File: config.mk
export PLATFORM = sky130hd
export DESIGN_NAME = traffic_controller_param
export DESIGN_NICKNAME = d
export VERILOG_FILES = /design/src/rtl/traffic_pkg.sv /design/src/rtl/sec_prescaler.sv /design/src/rtl/traffic_controller_param.sv
export SDC_FILE = /design/constraint.sdc
export NUM_CORES = 1
export LEC_CHECK = 0
export CAP_MARGIN = 30
export CORE_MARGIN = 2
export CORE_UTILIZATION = 44
export CTS_CLUSTER_DIAMETER = 30
export CTS_CLUSTER_SIZE = 16
export DETAILED_ROUTE_END_ITERATION = 10
export PLACE_DENSITY_LB_ADDON = 0.25
export SETUP_SLACK_MARGIN = 0.02
export SKIP_CTS_REPAIR_TIMING = 1
export SYNTH_ARGS = -nofsm -noshare
export SYNTH_HDL_FRONTEND = slang
export SYNTH_SLANG_ARGS = --single-unit
export TNS_END_PERCENT = 20
File: constraint.sdc
create_clock -name clk -period 4.17 [get_ports clk]
set_input_delay 0.417 -clock clk [delete_from_list [all_inputs] [get_ports clk]]
set_output_delay 0.417 -clock clk [all_outputs]
set_load 0.01 [all_outputs]
File: src/rtl/traffic_pkg.sv
// Shared light codes, state encodings and a small
// constant helper for the parametrised intersection controller.
package traffic_pkg;

  localparam logic [1:0] GREEN  = 2'b00;
  localparam logic [1:0] YELLOW = 2'b01;
  localparam logic [1:0] RED    = 2'b10;

  localparam logic [2:0] MG   = 3'd0;
  localparam logic [2:0] MY   = 3'd1;
  localparam logic [2:0] AR1  = 3'd2;
  localparam logic [2:0] SG   = 3'd3;
  localparam logic [2:0] SY   = 3'd4;
  localparam logic [2:0] AR2  = 3'd5;
  localparam logic [2:0] WALK = 3'd6;

  function automatic int max_of(input int a, input int b);
    return (a > b) ? a : b;
  endfunction

endpackage

File: src/rtl/sec_prescaler.sv
// Divides clk down to a one-clock tick per second; clr restarts
// the second so every phase begins on a whole-second boundary.
module sec_prescaler #(
  parameter int TICKS_PER_SEC = 100000000
) (
  input  logic clk,
  input  logic reset,
  input  logic clr,
  output logic tick,
  output logic half,
  output logic [$clog2(TICKS_PER_SEC)-1:0] count
);

  localparam int PW = $clog2(TICKS_PER_SEC);
  localparam logic [PW-1:0] LAST = PW'(TICKS_PER_SEC - 1);
  localparam logic [PW-1:0] MID  = PW'(TICKS_PER_SEC / 2);

  assign tick = (count == LAST);
  assign half = (count < MID);

  always_ff @(posedge clk or posedge reset) begin
    if (reset) begin
      count <= '0;
    end else if (clr || tick) begin
      count <= '0;
    end else begin
      count <= count + 1'b1;
    end
  end

endmodule

File: src/rtl/traffic_controller_param.sv
// Main/side intersection controller with parametrised phase times,
// optional all-red clearance, blinking walk tail and request latch.
module traffic_controller_param
  import traffic_pkg::*;
#(
  parameter int TICKS_PER_SEC    = 100000000,
  parameter int MAIN_GREEN_LONG  = 12,
  parameter int MAIN_GREEN_SHORT = 9,
  parameter int SIDE_GREEN       = 6,
  parameter int SIDE_GREEN_EXT   = 9,
  parameter int YELLOW_TIME      = 2,
  parameter int ALL_RED_TIME     = 1,
  parameter int WALK_TIME        = 3,
  parameter int WALK_BLINK       = 1
) (
  input  logic       clk,
  input  logic       reset,
  input  logic       req,
  input  logic       ss,
  output logic [1:0] ml,
  output logic [1:0] sl,
  output logic       wl,
  output logic       ped_ack,
  output logic [2:0] state_o
);

  localparam int MAXD = max_of(
    max_of(max_of(MAIN_GREEN_LONG, MAIN_GREEN_SHORT),
           max_of(SIDE_GREEN, SIDE_GREEN_EXT)),
    max_of(max_of(YELLOW_TIME, ALL_RED_TIME), WALK_TIME));
  localparam int CW = $clog2(MAXD) + 1;
  localparam int PW = $clog2(TICKS_PER_SEC);

  localparam logic [CW-1:0] D_ML  = CW'(MAIN_GREEN_LONG);
  localparam logic [CW-1:0] D_MS  = CW'(MAIN_GREEN_SHORT);
  localparam logic [CW-1:0] D_SG  = CW'(SIDE_GREEN);
  localparam logic [CW-1:0] D_SGE = CW'(SIDE_GREEN_EXT);
  localparam logic [CW-1:0] D_Y   = CW'(YELLOW_TIME);
  localparam logic [CW-1:0] D_AR  = CW'(ALL_RED_TIME);
  localparam logic [CW-1:0] D_W   = CW'(WALK_TIME);
  localparam logic [CW-1:0] DP    = CW'(SIDE_GREEN - 1);
  localparam logic [CW-1:0] SOLID = CW'(WALK_TIME - WALK_BLINK);
  localparam bit NO_AR = (ALL_RED_TIME == 0);

  logic [2:0]    state, nxt;
  logic [CW-1:0] sec_cnt, dur;
  logic [PW-1:0] frac_unused;
  logic          tick, half, chg, done;
  logic          at_dp, ext_flag, ext_eff, latch;

  sec_prescaler #(.TICKS_PER_SEC(TICKS_PER_SEC)) u_pre (
    .clk   (clk),
    .reset (reset),
    .clr   (chg),
    .tick  (tick),
    .half  (half),
    .count (frac_unused)
  );

  // ss is live only on the decision-point second of a green phase
  assign at_dp   = (state == MG || state == SG) && (sec_cnt == DP);
  assign ext_eff = at_dp ? ss : ext_flag;

  always_comb begin
    dur = D_ML;
    case (state)
      MG:       dur = ext_eff ? D_MS : D_ML;
      MY, SY:   dur = D_Y;
      AR1, AR2: dur = D_AR;
      SG:       dur = ext_eff ? D_SGE : D_SG;
      WALK:     dur = D_W;
      default:  dur = D_ML;
    endcase
  end

  assign done = tick && (sec_cnt == dur - 1'b1);

  always_comb begin
    nxt = state;
    if (done) begin
      case (state)
        MG:      nxt = MY;
        MY:      nxt = NO_AR ? (latch ? WALK : SG) : AR1;
        AR1:     nxt = latch ? WALK : SG;
        WALK:    nxt = SG;
        SG:      nxt = SY;
        SY:      nxt = NO_AR ? MG : AR2;
        AR2:     nxt = MG;
        default: nxt = MG;
      endcase
    end
  end

  assign chg = (nxt != state);

  always_ff @(posedge clk or posedge reset) begin
    if (reset) begin
      state    <= MG;
      sec_cnt  <= '0;
      ext_flag <= 1'b0;
      latch    <= 1'b0;
    end else begin
      state <= nxt;
      if (chg) begin
        sec_cnt  <= '0;
        ext_flag <= 1'b0;
      end else if (tick) begin
        sec_cnt <= sec_cnt + 1'b1;
        if (at_dp) ext_flag <= ss;
      end
      if (chg && nxt == WALK) begin
        latch <= 1'b0;
      end else if (req && state != WALK) begin
        latch <= 1'b1;
      end
    end
  end

  always_comb begin
    ml = RED;
    sl = RED;
    wl = 1'b0;
    unique case (1'b1)
      (state == MG):   ml = GREEN;
      (state == MY):   ml = YELLOW;
      (state == SG):   sl = GREEN;
      (state == SY):   sl = YELLOW;
      (state == WALK): wl = (sec_cnt < SOLID) || half;
      default:         ml = RED;
    endcase
  end

  assign ped_ack = latch;
  assign state_o = state;

endmodule

# Word level (Yosys, flattened, before mapping)
# Index checks and enable logic that the tools add are counted.
# word_totals
ff_bits	37
inputBits	4
wordCells	51
# op_classes
add_sub_neg	3
n_lt_le_gt_ge	2
n_eq_ne	12
n_mux	17
reduce_logical	12
# op_table
op	count
27-bit by 1-bit adder with 27-bit output, second input constant	1
27-bit equality test, second input constant	1
27-bit by 26-bit < comparator with 1-bit output, second input constant	1
27-bit 2-to-1 mux	1
4-bit case mux with 5 select lines	1
3-bit case mux with 6 select lines	1
3-bit equality test, second input constant	4
5-bit 2-to-1 mux	2
3-bit 2-to-1 mux	3
2-bit case mux with 2 select lines	2
3-bit by 2-bit equality test with 1-bit output, second input constant	2
1-bit 2-to-1 mux	6
5-bit by 1-bit adder with 5-bit output, second input constant	1
5-bit by 3-bit equality test with 1-bit output, second input constant	1
5-bit equality test	1
5-bit by 2-bit < comparator with 1-bit output, second input constant	1
5-bit by 1-bit subtractor with 5-bit output, second input constant	1
1-bit logical AND	4
4-bit 2-to-1 mux	1
2-bit nonzero test	2
2-bit OR reduction	2
3-bit by 1-bit equality test with 1-bit output, second input constant	1
3-bit logical NOT	1
1-bit logical OR	3
other kinds (2)	2

# Logic depth before layout (Yosys ltp)
# depth
word_depth	13
depth_mapped	16

# By module
# From an unflattened synthesis, not the netlist that was laid out.
# hier_totals
hier_cells	266
area_unflattened_um2	2498.6
# by_module_without_submodules
mod	n_inst	cells_each	area_per_inst_um2	seq_area_each_um2
sec_prescaler	1	170	1674.1	675.6
traffic_controller_param	1	96	824.5	250.2

# Least setup slack after synthesis
# No wires, ideal clock.
# synth_path
kind	register -> register
from	register state[2], in the netlist state_o[2]
to	register state[0], in the netlist state_o[0]
setup_ns	0.125
arrival_time_ns	3.075
slack_ns	0.970
path_stages_with_launch	16
n_path_buf	3
synth_period_minus_slack_ns	3.200
path_cell_list	dfrtp_1 clkbuf_1 inv_1 clkbuf_1 nand3_1 a21oi_1 o31a_1 a21oi_1 ha_1 clkbuf_1 nor4b_1 a31oi_1 a221o_1 a211oi_2 nand3_1 mux2_2
# synth_via
elab_chain_len	10
# synth_rtl
element	line	source
start: declaration	traffic_controller_param.sv:45	logic [2:0] state, nxt;
start signal: assignment	traffic_controller_param.sv:103	state <= nxt;
3-bit by 2-bit equality test with 1-bit output / 3-bit logical NOT (equally long branches)	traffic_controller_param.sv:61, traffic_controller_param.sv:66, traffic_controller_param.sv:81	
1-bit logical OR	traffic_controller_param.sv:61	assign at_dp = (state == MG || state == SG) && (sec_cnt == DP);
1-bit logical AND	traffic_controller_param.sv:61	
1-bit 2-to-1 mux	n/a	
4-bit 2-to-1 mux / 3-bit 2-to-1 mux (equally long branches)	traffic_controller_param.sv:70, traffic_controller_param.sv:67	
4-bit case mux with 5 select lines	traffic_controller_param.sv:66	case (state)
5-bit by 1-bit subtractor with 5-bit output	traffic_controller_param.sv:76	assign done = tick && (sec_cnt == dur - 1'b1);
5-bit equality test	traffic_controller_param.sv:76	
1-bit logical AND	traffic_controller_param.sv:76	
3-bit 2-to-1 mux *	traffic_controller_param.sv:80	if (done) begin
via nxt[0]	traffic_controller_param.sv:45	
# Mark *: on every way through the listed nets, which the timed path passes. The rest lies on a longest branch.
# A chain may end at the register's enable or synchronous reset.

# Worst setup path after layout
# layout_path
from	register sec_cnt[0]
to	register state[0], in the netlist state_o[0]
# layout_via
elab_chain_len	9
# layout_rtl
element	line	source
start: declaration	traffic_controller_param.sv:46	logic [CW-1:0] sec_cnt, dur;
start signal: assignment	traffic_controller_param.sv:108	sec_cnt <= sec_cnt + 1'b1;
5-bit by 3-bit equality test with 1-bit output	traffic_controller_param.sv:61	
1-bit logical AND	traffic_controller_param.sv:61	
1-bit 2-to-1 mux	n/a	
4-bit 2-to-1 mux / 3-bit 2-to-1 mux (equally long branches)	traffic_controller_param.sv:70, traffic_controller_param.sv:67	
4-bit case mux with 5 select lines	traffic_controller_param.sv:66	
5-bit by 1-bit subtractor with 5-bit output	traffic_controller_param.sv:76	
5-bit equality test *	traffic_controller_param.sv:76	
1-bit logical AND *	traffic_controller_param.sv:76	
3-bit 2-to-1 mux *	traffic_controller_param.sv:80	
via nxt[0]	traffic_controller_param.sv:45	
# Marked as above.

==> summary.md <==
| Metric | Value |
|---|---|
| Maximum achievable frequency | `279 MHz` |
| Number of rows in the core area | `26` |
| Area share of and/or/nand/nor cells after synthesis | `26.0%` |
| Yosys reg bits | `37` |
| DIE WIDTH | `76.6 um` |
| Outcome | `finished clean` |
| Layout Skew | `0.0104 ns` |
| Share of synthesized cell area in full adder, half adder and majority cells | `2.16%` |
| Vias in the first global route | `1843` |
| Global route total overflow | `0` |
| Cell area after synthesis | `2320 um^2` |
| Area fraction in compound gates after synthesis | `15.7%` |
| Maximum ir drop on the vdd rail | `191 uV` |
| Effective utilization at floorplan | `45.4%` |
| Req. time, crit path | `4.33 ns` |
| Total leakage power | `1.06 nW` |
| Final Util | `50.4%` |
| Count of different cell masters after synthesis | `54` |
| Routed wire per std cell | `14.2 um` |
| Min Hold Slack | `0.476 ns` |
| Register-to-Register Path Depth | `11` |
| I/O pin cnt | `13` |
| Type of destination of the critical path | `flip-flop` |
| Hold crit path type | `flip-flop to flip-flop` |
| Most used DFF post-synth | `sky130_fd_sc_hd__dfrtp_1` |
| Most common library cell in the layout ignoring fill and taps | `sky130_fd_sc_hd__dfrtp_1` |
| Die area | `5860 um^2` |
| Ys async rst share | `100%` |
| H-tree depth | `2` |
| DRT Wirelength | `4.84 mm` |
| Tightest Pin Transition | `0.738 ns` |
| NumNets Final | `278` |
| Clock Path Buffers | `2` |
| Worst relative slew slack | `50.3%` |
| Iter 0 DRT Violations | `144` |
| Arrival time of the worst setup path | `3.75 ns` |
| Count of antenna diodes in the layout | `0` |
| Synthesized Nets | `270` |
| Area added between synthesis and finish | `11.2%` |
| Number of detailed-routing iterations run before antenna repair | `4` |
| Clock latency on the worst-skew pair | `0.29 ns` |
| Antenna Nets Post-Route | `0` |
| Synthesized area per cell | `8.84 um^2` |
| TritonCTS Buffers | `5` |
| Startpoint type of the worst setup path | `flip-flop` |
| Cell count of the worst hold path | `1` |
| Critical Path Fanout Max | `13` |
| Unrepaired setup endpoints after global routing | `false` |
| Antenna violations before repair | `0` |
| Vertical die dimension | `76.6 um` |
| Number of port buffers | `12` |
| First-pass GRT wire length | `8.53 mm` |
| Post-detailed-route via-to-cell ratio | `5.57` |
| Fraction of the yosys area taken by sequential cells | `40.0%` |
| Clock Pin Slew Worst Setup and Hold Paths | `0.08 ns` |
| PwrDens | `241 nW/um^2` |
| Sum of net half-perimeters after detailed placement | `3.39 mm` |
| Routed vias | `1894` |
| Root buffer selected by CTS | `sky130_fd_sc_hd__clkbuf_8` |
| Post-Synth XOR/XNOR Area | `11.3%` |
| Multiplexer area fraction after synthesis | `0.918%` |
| Max-cap violations | `0` |
| Setup tns final | `0 ns` |
| Number of synthesis warnings | `0` |
| Number of setup violations in the final report | `0` |
| Cell count after synthesis | `262` |
| Core region area | `5110 um^2` |
| All-Layer GR Usage | `17.9%` |
| DR DRC count | `0` |
| Final weighted congestion in routability-driven placement | `0.865` |
| Fraction of layout instances using a drive strength above 1 | `5.93%` |
| Total count of hold-check failures in the final report | `0` |
| Number of enable-type register cells in the synthesized netlist | `0` |
| Largest net degree at the start of global routing | `38` |
| Clock tree from TritonCTS | `built` |
| Classification of the worst setup path | `flip-flop to flip-flop` |
| Clock period minus final worst setup slack | `3.59 ns` |
| Main combinational cell family by area after synthesis | `simple AND/OR/NAND/NOR gates` |
| Pins over their slew limit | `0` |
| Most used cells in the layout excluding fill and tap cells | `37 x sky130_fd_sc_hd__dfrtp_1, 31 x sky130_fd_sc_hd__nor2_1, 18 x sky130_fd_sc_hd__nand3_1` |
| Clk sinks | `37` |
| Final cycle utilization of the critical path | `86.0%` |
-- worst paths after layout --
| kind | start | end | slack, ns |
|---|---|---|---|
| worst max register to register | sec_cnt[0]$_DFFE_PP0P_ | state_o[0]$_DFF_PP0_ | 0.58 |
| min in group asynchronous | reset | sec_cnt[2]$_DFFE_PP0P_ | 0.54 |
| worst min register to register | u_pre.count[0]$_DFF_PP0_ | u_pre.count[0]$_DFF_PP0_ | 0.48 |
| worst max-delay path | sec_cnt[0]$_DFFE_PP0P_ | state_o[0]$_DFF_PP0_ | 0.58 |
| worst min-delay path | u_pre.count[0]$_DFF_PP0_ | u_pre.count[0]$_DFF_PP0_ | 0.48 |
| max in group asynchronous | reset | u_pre.count[25]$_DFF_PP0_ | 3.28 |
-- Yosys cell counts, types with 6 or more instances --
| cell type | instances | area share [%] |
|---|---|---|
| sky130_fd_sc_hd__dfrtp_1 | 37 | 40 |
| sky130_fd_sc_hd__nor2_1 | 31 | 5.0 |
| sky130_fd_sc_hd__nand3_1 | 18 | 3.9 |
| sky130_fd_sc_hd__nand2_1 | 17 | 2.8 |
| sky130_fd_sc_hd__o21ai_0 | 16 | 3.5 |
| sky130_fd_sc_hd__xnor2_1 | 15 | 5.7 |
| sky130_fd_sc_hd__xor2_1 | 15 | 5.7 |
| sky130_fd_sc_hd__a21oi_1 | 11 | 2.4 |
| sky130_fd_sc_hd__clkbuf_1 | 11 | 1.8 |
| sky130_fd_sc_hd__inv_1 | 9 | 1.5 |
| sky130_fd_sc_hd__and3_1 | 6 | 1.6 |
| sky130_fd_sc_hd__nor2b_1 | 6 | 1.6 |
-- registers in the layout, summed over array words and instances (netlist names) --
signal       flops
sec_cnt          5
state_o          3
ext_flag         1
ped_ack          1
u_pre.count     27
-- per-layer routing --
metal | track usage (%) | vias to the layer above | wire [um]
met5 | 0 | - | 0
met4 | 7.09 | 0 | 98
met3 | 3.55 | 11 | 172
met2 | 27.1 | 41 | 2220
met1 | 25.3 | 884 | 2340
li1 | - | 958 | -
-- per-stage QoR --
step                setup WS, ns  instance area [um^2]  power (mW)  instances
floorplan                  0.970                  2320       0.371        262
global placement           0.742                  2490       0.378        333
detailed placement         0.643                  2490       0.378        333
CTS                        0.609                  2580       0.630        340
global route               0.358                  2580       0.644        340
finish                     0.583                  2580       0.622        340
-- cell type report --
type	instances	area, um^2
clock buffer	7	86.3
fill	508	2530
inverter	9	33.8
multi-input combinational	202	1300
sequential	37	926
tap	70	87.6
timing repair buffer	15	143
-- logic make-up after synthesis --
| group | count (synthesis) |
|---|---|
| buffers and inverters | 23 |
| AO/OA/AOI/OAI | 55 |
| AND/OR/NAND/NOR | 111 |
| flip-flops | 37 |
| XOR/XNOR | 30 |
| adder cells (fa/ha/maj) | 4 |
| multiplexers | 2 |
-- worst max-delay path, stage by stage (launching register included) --
cell,delay [ns]
sky130_fd_sc_hd__dfrtp_1,0.53
sky130_fd_sc_hd__ha_1,0.28
sky130_fd_sc_hd__and4bb_1,0.26
sky130_fd_sc_hd__a21boi_0,0.37
sky130_fd_sc_hd__o21ai_0,0.16
sky130_fd_sc_hd__a21oi_1,0.18
sky130_fd_sc_hd__ha_1,0.33
sky130_fd_sc_hd__a41oi_1,0.16
sky130_fd_sc_hd__a221o_1,0.41
sky130_fd_sc_hd__a211oi_2,0.30
sky130_fd_sc_hd__nand3_1,0.17
sky130_fd_sc_hd__mux2_2,0.31
-- where the power goes --
group / internal [mW] / switching (mW)
logic: 0.00322 / 0.00804
registers: 0.359 / 0
clock network: 0.131 / 0.121
Power figures use the tool's default switching activity.
